## config.mk

```make
export PLATFORM = sky130hd
export DESIGN_NAME = ula_multiciclo
export DESIGN_NICKNAME = d
export VERILOG_FILES = /design/src/rtl/ula_multiciclo.sv
export SDC_FILE = /design/constraint.sdc
export NUM_CORES = 1
export LEC_CHECK = 0
export BUFFER_PORTS_ARGS = -buffer_cell sky130_fd_sc_hd__buf_2
export CORE_ASPECT_RATIO = 1.5
export CORE_MARGIN = 2
export CORE_UTILIZATION = 45
export DETAILED_ROUTE_END_ITERATION = 12
export PLACE_DENSITY = 0.67
export REMOVE_ABC_BUFFERS = 1
export SETUP_SLACK_MARGIN = 0.02
export SYNTH_ARGS = -nofsm -noshare
export SYNTH_HDL_FRONTEND = slang
export SYNTH_SLANG_ARGS = --single-unit
```

## constraint.sdc

```tcl
create_clock -name clk -period 4.7 [get_ports clk]
set_clock_uncertainty 0.15 [all_clocks]
set_input_delay 0 -clock clk [delete_from_list [all_inputs] [get_ports clk]]
set_output_delay 0 -clock clk [all_outputs]
set_load 0.005 [all_outputs]
```

## src/rtl/ula_multiciclo.sv

```systemverilog
// Registered multicycle ALU: single-cycle logic/arithmetic ops plus iterative MULTU/DIVU (HI/LO).
// Define ULA_SINAL_EN to add signed MULT (1010) and DIV (1011) with a sign fix-up cycle.
module ula_multiciclo #(
   parameter int WIDTH = 32
) (
   input  logic             clk,
   input  logic             reset,
   input  logic             inicio,
   input  logic [3:0]       ULAcontrole,
   input  logic [WIDTH-1:0] a,
   input  logic [WIDTH-1:0] b,
   input  logic             cin,
   output logic             ocupado,
   output logic             pronto,
   output logic [WIDTH-1:0] ULAsaida,
   output logic [WIDTH-1:0] hi,
   output logic             cout,
   output logic             zero,
   output logic             div_zero
);
   localparam int CW = $clog2(WIDTH + 1);

   localparam logic [3:0] OP_AND   = 4'b0000;
   localparam logic [3:0] OP_OR    = 4'b0001;
   localparam logic [3:0] OP_ADD   = 4'b0010;
   localparam logic [3:0] OP_NOR   = 4'b0011;
   localparam logic [3:0] OP_XOR   = 4'b0100;
   localparam logic [3:0] OP_NAND  = 4'b0101;
   localparam logic [3:0] OP_SUB   = 4'b0110;
   localparam logic [3:0] OP_SLT   = 4'b0111;
   localparam logic [3:0] OP_MULTU = 4'b1000;
   localparam logic [3:0] OP_DIVU  = 4'b1001;
`ifdef ULA_SINAL_EN
   localparam logic [3:0] OP_MULT  = 4'b1010;
   localparam logic [3:0] OP_DIV   = 4'b1011;
`endif

   typedef enum logic [1:0] {OCIOSO, CALC, FIM} estado_t;

   // Single-cycle ops: returns {cout, result}
   function automatic logic [WIDTH:0] opera(input logic [3:0] op, input logic [WIDTH-1:0] x,
                                            input logic [WIDTH-1:0] y, input logic c);
      logic [WIDTH:0] t;
      t = '0;
      case (op)
         OP_AND:  t = {1'b0, x & y};
         OP_OR:   t = {1'b0, x | y};
         OP_ADD:  t = {1'b0, x} + {1'b0, y} + {{WIDTH{1'b0}}, c};
         OP_NOR:  t = {1'b0, ~(x | y)};
         OP_XOR:  t = {1'b0, x ^ y};
         OP_NAND: t = {1'b0, ~(x & y)};
         OP_SUB: begin
            t = {1'b0, x} - {1'b0, y} - {{WIDTH{1'b0}}, c};
            t[WIDTH] = ~t[WIDTH];  // carry = no borrow
         end
         OP_SLT:  t = {{WIDTH{1'b0}}, ($signed(x) < $signed(y))};
         default: t = '0;
      endcase
      return t;
   endfunction

`ifdef ULA_SINAL_EN
   function automatic logic [WIDTH-1:0] modulo(input logic [WIDTH-1:0] v);
      return v[WIDTH-1] ? -v : v;
   endfunction
`endif

   estado_t          state_q, state_d;
   logic [3:0]       op_q, op_d;
   logic [WIDTH-1:0] acc_q, acc_d, lo_q, lo_d, opb_q, opb_d;
   logic [CW-1:0]    cnt_q, cnt_d;
   logic             neg_q, neg_d, nega_q, nega_d, dz_q, dz_d, sinal_q, sinal_d, fix_q, fix_d;
   logic [WIDTH-1:0] res_q, res_d, hi_q, hi_d;
   logic             cout_q, cout_d, zero_q, zero_d, divz_q, divz_d;

   logic             eh_mul;
   logic [WIDTH:0]   soma, desl, dif;
   logic [WIDTH-1:0] step_acc, step_lo;
   logic [2*WIDTH-1:0] prod_fix;
   logic [WIDTH-1:0] fix_res, fix_hi;
   logic [WIDTH:0]   simples;
   logic             fin;
   logic [WIDTH-1:0] fin_res, fin_hi;

   // One shift-add or restoring shift-subtract step; acc holds HI/remainder, lo holds LO/quotient
   always_comb begin
      eh_mul = ~op_q[0];
      soma = {1'b0, acc_q} + (lo_q[0] ? {1'b0, opb_q} : '0);
      desl = {acc_q, lo_q[WIDTH-1]};
      dif  = desl - {1'b0, opb_q};
      step_acc = '0;
      step_lo  = '0;
      if (eh_mul) begin
         step_acc = soma[WIDTH:1];
         step_lo  = {soma[0], lo_q[WIDTH-1:1]};
      end else if (desl >= {1'b0, opb_q}) begin
         step_acc = dif[WIDTH-1:0];
         step_lo  = {lo_q[WIDTH-2:0], 1'b1};
      end else begin
         step_acc = desl[WIDTH-1:0];
         step_lo  = {lo_q[WIDTH-2:0], 1'b0};
      end
      prod_fix = neg_q ? -{acc_q, lo_q} : {acc_q, lo_q};
      if (eh_mul) begin
         fix_res = prod_fix[WIDTH-1:0];
         fix_hi  = prod_fix[2*WIDTH-1:WIDTH];
      end else begin
         fix_res = dz_q ? '1 : (neg_q ? -lo_q : lo_q);
         fix_hi  = nega_q ? -acc_q : acc_q;
      end
   end

   always_comb begin
      state_d = state_q;
      op_d    = op_q;
      acc_d   = acc_q;
      lo_d    = lo_q;
      opb_d   = opb_q;
      cnt_d   = cnt_q;
      neg_d   = neg_q;
      nega_d  = nega_q;
      dz_d    = dz_q;
      sinal_d = sinal_q;
      fix_d   = fix_q;
      res_d   = res_q;
      hi_d    = hi_q;
      cout_d  = cout_q;
      zero_d  = zero_q;
      divz_d  = divz_q;
      simples = opera(ULAcontrole, a, b, cin);
      fin     = 1'b0;
      fin_res = '0;
      fin_hi  = '0;
      case (state_q)
         OCIOSO: begin
            if (inicio) begin
               op_d    = ULAcontrole;
               cnt_d   = CW'(WIDTH);
               acc_d   = '0;
               neg_d   = 1'b0;
               nega_d  = 1'b0;
               dz_d    = 1'b0;
               sinal_d = 1'b0;
               fix_d   = 1'b0;
               case (ULAcontrole)
                  OP_MULTU: begin
                     lo_d    = b;
                     opb_d   = a;
                     state_d = CALC;
                  end
                  OP_DIVU: begin
                     lo_d    = a;
                     opb_d   = b;
                     dz_d    = (b == '0);
                     state_d = CALC;
                  end
`ifdef ULA_SINAL_EN
                  OP_MULT: begin
                     lo_d    = modulo(b);
                     opb_d   = modulo(a);
                     neg_d   = a[WIDTH-1] ^ b[WIDTH-1];
                     sinal_d = 1'b1;
                     state_d = CALC;
                  end
                  OP_DIV: begin
                     lo_d    = modulo(a);
                     opb_d   = modulo(b);
                     neg_d   = a[WIDTH-1] ^ b[WIDTH-1];
                     nega_d  = a[WIDTH-1];
                     dz_d    = (b == '0);
                     sinal_d = 1'b1;
                     state_d = CALC;
                  end
`endif
                  default: begin
                     res_d   = simples[WIDTH-1:0];
                     hi_d    = '0;
                     cout_d  = simples[WIDTH];
                     zero_d  = (simples[WIDTH-1:0] == '0);
                     divz_d  = 1'b0;
                     state_d = FIM;
                  end
               endcase
            end
         end
         CALC: begin
            if (fix_q) begin
               fix_d   = 1'b0;
               fin     = 1'b1;
               fin_res = fix_res;
               fin_hi  = fix_hi;
            end else begin
               acc_d = step_acc;
               lo_d  = step_lo;
               cnt_d = cnt_q - CW'(1);
               if (cnt_q == CW'(1)) begin
                  if (sinal_q) begin
                     fix_d = 1'b1;
                  end else begin
                     fin     = 1'b1;
                     fin_res = step_lo;
                     fin_hi  = step_acc;
                  end
               end
            end
         end
         FIM:     state_d = OCIOSO;
         default: state_d = OCIOSO;
      endcase
      if (fin) begin
         res_d   = fin_res;
         hi_d    = fin_hi;
         cout_d  = 1'b0;
         zero_d  = (fin_res == '0);
         divz_d  = dz_q;
         state_d = FIM;
      end
   end

   always_ff @(posedge clk) begin
      if (reset) begin
         state_q <= OCIOSO;
         op_q    <= '0;
         acc_q   <= '0;
         lo_q    <= '0;
         opb_q   <= '0;
         cnt_q   <= '0;
         neg_q   <= 1'b0;
         nega_q  <= 1'b0;
         dz_q    <= 1'b0;
         sinal_q <= 1'b0;
         fix_q   <= 1'b0;
         res_q   <= '0;
         hi_q    <= '0;
         cout_q  <= 1'b0;
         zero_q  <= 1'b0;
         divz_q  <= 1'b0;
      end else begin
         state_q <= state_d;
         op_q    <= op_d;
         acc_q   <= acc_d;
         lo_q    <= lo_d;
         opb_q   <= opb_d;
         cnt_q   <= cnt_d;
         neg_q   <= neg_d;
         nega_q  <= nega_d;
         dz_q    <= dz_d;
         sinal_q <= sinal_d;
         fix_q   <= fix_d;
         res_q   <= res_d;
         hi_q    <= hi_d;
         cout_q  <= cout_d;
         zero_q  <= zero_d;
         divz_q  <= divz_d;
      end
   end

   assign ocupado  = (state_q == CALC);
   assign pronto   = (state_q == FIM);
   assign ULAsaida = res_q;
   assign hi       = hi_q;
   assign cout     = cout_q;
   assign zero     = zero_q;
   assign div_zero = divz_q;
endmodule

```

==> impl_metrics.json <==
{
  "p_leak_nw": 9.509,
  "synth-seq-cells": 173,
  "synthCells": 2545,
  "peakVddDrop_uv": 194.8,
  "crit_buf_inv": 2,
  "hold_depth": 3,
  "worst-path-max-fanout": 25,
  "p_per_area_nw_per_um2": 239.5,
  "place_inst": 3190,
  "hold_viol_final": 0,
  "cp_common_cell": "buf_4",
  "grt_pass1_vias": 19760,
  "clkLatencyLatePin_ns": 0.46,
  "grt_max_degree": 66,
  "port_buffers": 140,
  "path_class": "reg2reg",
  "post_layout_nonfiller_instances": 3283,
  "dieArea_um2": 44010,
  "htree_levels": 4,
  "cp.arrival_ns": 4.80,
  "cts_sinks": 173,
  "drt-initial-drc-count": 1999,
  "tightest_slew_ns": 1.125,
  "yosysTopAreaCell": "dfxtp_1",
  "fin_ws_ns": 0.1419,
  "drv_slew": 0,
  "io_pins": 141,
  "num_vias": 20310,
  "synthToLayoutAreaGrowth_pct": 14.92,
  "antenna_left": 0,
  "grt_overflow_total": 0,
  "vias_per_cell": 6.186,
  "syn_avg_cell_area_um2": 7.482,
  "reg2reg_depth": 14,
  "outcome": "finished, final reports clean",
  "hold_class": "in2reg",
  "core_um2": 41900,
  "ys_seq_area_frac": 0.1819,
  "utilization": 0.5222,
  "die_w_um": 172.0,
  "ys_async_sr_fraction": 0,
  "critPathLaunchType": "register",
  "end_kind": "register",
  "drive_gt1_frac": 0.1243,
  "nets": 3008,
  "synth.most_common_cell": "nor2_1",
  "post-route-drc-count": 0,
  "track_usage": 0.3286,
  "setup_tns_ns": 0,
  "gp_congestion": 1.017,
  "synth_edf_count": 0,
  "worstPathRequired_ns": 4.95,
  "fp.dieH_um": 255.9,
  "start_util": 0.4545,
  "max_slew_margin": 0.2440,
  "yosys-top-cells-count": "nor2_1, ha_1, nand2_1",
  "synthTopCellsByArea": "dfxtp_1, ha_1, a21oi_1, nor2_1, mux2i_1",
  "total_power_w": 0.005241,
  "timing.max_cap.violations": 0,
  "wl_um": 73550,
  "crit_cells": 14,
  "pre_cts_ws_ns": 0.06663,
  "yosysWarnings": 0,
  "period_needed_ns": 4.558,
  "grt_pass1_wl_um": 111400,
  "cts_tree": "done",
  "critPathSlowestCell": "a2111oi_1",
  "netlist_area_um2": 19040,
  "antenna_cells": 0,
  "post-route-period-util": 0.9698,
  "drtPass1Iterations": 6,
  "cts_root_buf": "clkbuf_16",
  "cts_buffers": 17,
  "crit_family": "compound AO/OA/AOI/OAI gates",
  "synth_flop_cell": "dfxtp_1",
  "postCtsSetupBuffers": 0,
  "rows": 92,
  "path_cells": "buf_4 > and2_1 > ha_1 > nand4_1 > nor4b_2 > o31ai_1 > buf_4 > a2111oi_1 > o22a_1 > a221o_1 > a41o_1 > a211oi_1 > a31oi_1 > a22o_1",
  "clk_path_buf_depth": 2,
  "dpl.hpwl_um": 57600,
  "antenna_found_initial": 1,
  "synth_top_area_share": 0.1819,
  "setup_viol": 0,
  "cp_slowest_stage_delay_ns": 0.64,
  "routedWlPerCell_um": 22.40,
  "clk_pin_slew_ns": 0.07,
  "timing.fmax_ghz": 0.2194,
  "synthDistinctLibCells": 87
}
-- flip-flops by register name, summed over array words and instances, names as in the netlist --
name      flops
op_q          1
cnt_q         6
hi           32
ULAsaida     32
opb_q        32
div_zero      1
cout          1
dz_q          1
lo_q         32
zero          1
acc_q        32
state_q       2
-- final cells by class --
type | instances | area [um^2]
well taps | 564 | 705.7
clock buffers | 18 | 429.2
clock inverters | 14 | 135.1
inverters | 187 | 701.9
flip-flops and latches | 173 | 3467
repair buffers | 296 | 2064
multi-input cells | 2031 | 14380
fillers | 4197 | 20020
-- stage by stage --
| step | hold slack (ns) | instance area (um^2) |
|---|---|---|
| detailed placement | 0.1827 | 20650 |
| global placement | 0.1809 | 20650 |
| floorplan | -0.08093 | 18430 |
| finish | 0.009540 | 21880 |
| CTS | 0.006315 | 21830 |
| global route | 0.03891 | 21880 |
-- report_power, final --
group / internal (W) / total, W / leakage (nW) / switching [W]
Clock: 0.000739 / 0.00143 / 0.269 / 0.000693
Combinational: 0.000858 / 0.00223 / 7.84 / 0.00137
Sequential: 0.00152 / 0.00158 / 1.40 / 0.0000600
-- cell usage in the layout, fill, tap and decap left out, types with 35 or more instances in the layout --
| master | Yosys | routed |
|---|---|---|
| a32o_1 | 35 | 35 |
| nand3_1 | 48 | 48 |
| buf_2 | 22 | 139 |
| and2_1 | 43 | 43 |
| nand2_1 | 209 | 209 |
| a21o_1 | 55 | 55 |
| nor3_1 | 53 | 51 |
| dlygate4sd3_1 | 0 | 61 |
| xnor2_1 | 79 | 79 |
| nor2_1 | 228 | 221 |
| a211oi_1 | 92 | 92 |
| inv_1 | 183 | 183 |
| o211ai_1 | 61 | 61 |
| ha_1 | 224 | 222 |
| xor2_1 | 35 | 35 |
| o21ai_0 | 122 | 122 |
| mux2i_1 | 84 | 84 |
| buf_4 | 2 | 93 |
| dfxtp_1 | 173 | 172 |
| a21oi_1 | 207 | 207 |
-- repair_timing --
item                                   4_1_cts  5_1_grt
gates resized for setup                      1       11
hold buffers                                61        0
pin swaps                                    0        1
setup endpoints to repair                    3        8
endpoints found under the hold margin       41        0
-- layer usage --
layer,vias to the layer above,share of wire,GRT usage
met2,912,0.49,0.5638
met1,9517,0.37,0.3682
li1,9600,-,-
met5,-,0.00018,0
met4,2,0.084,0.2453
met3,276,0.061,0.03788
-- worst reg2reg max path, cell delays in order (launching register included) --
cell and delay, ns:
dfxtp_1 0.52, buf_4 0.33, and2_1 0.17, ha_1 0.25, nand4_1 0.19, nor4b_2 0.43
o31ai_1 0.15, buf_4 0.17, a2111oi_1 0.64, o22a_1 0.32, a221o_1 0.30, a41o_1 0.28
a211oi_1 0.09, a31oi_1 0.33, a22o_1 0.19
-- logic make-up (layout without fill, tap and decap cells) --
group                      count (synthesis)  after routing  share of synthesized area
adders and majority gates                230            230                     0.1535
xor gates and xnor gates                 114            114                    0.05243
buffers and inverters                    341            515                    0.06925
DFF                                      173            173                     0.1819
and+or+nand+nor                          751            751                     0.1856
muxes                                    109            109                    0.05894
AOI/OAI and AO/OA                        827            827                     0.2984
-- worst paths after layout --
path / from / to / slack (ns)
hold / removal: b[0] / opb_q[0] / 0.01
setup reg to reg: lo_q[0] / acc_q[31] / 0.14
hold reg to reg: hi[19] / hi[19] / 0.30
setup / recovery: lo_q[0] / acc_q[31] / 0.14
Note: power is estimated with default switching activity, not from simulation.
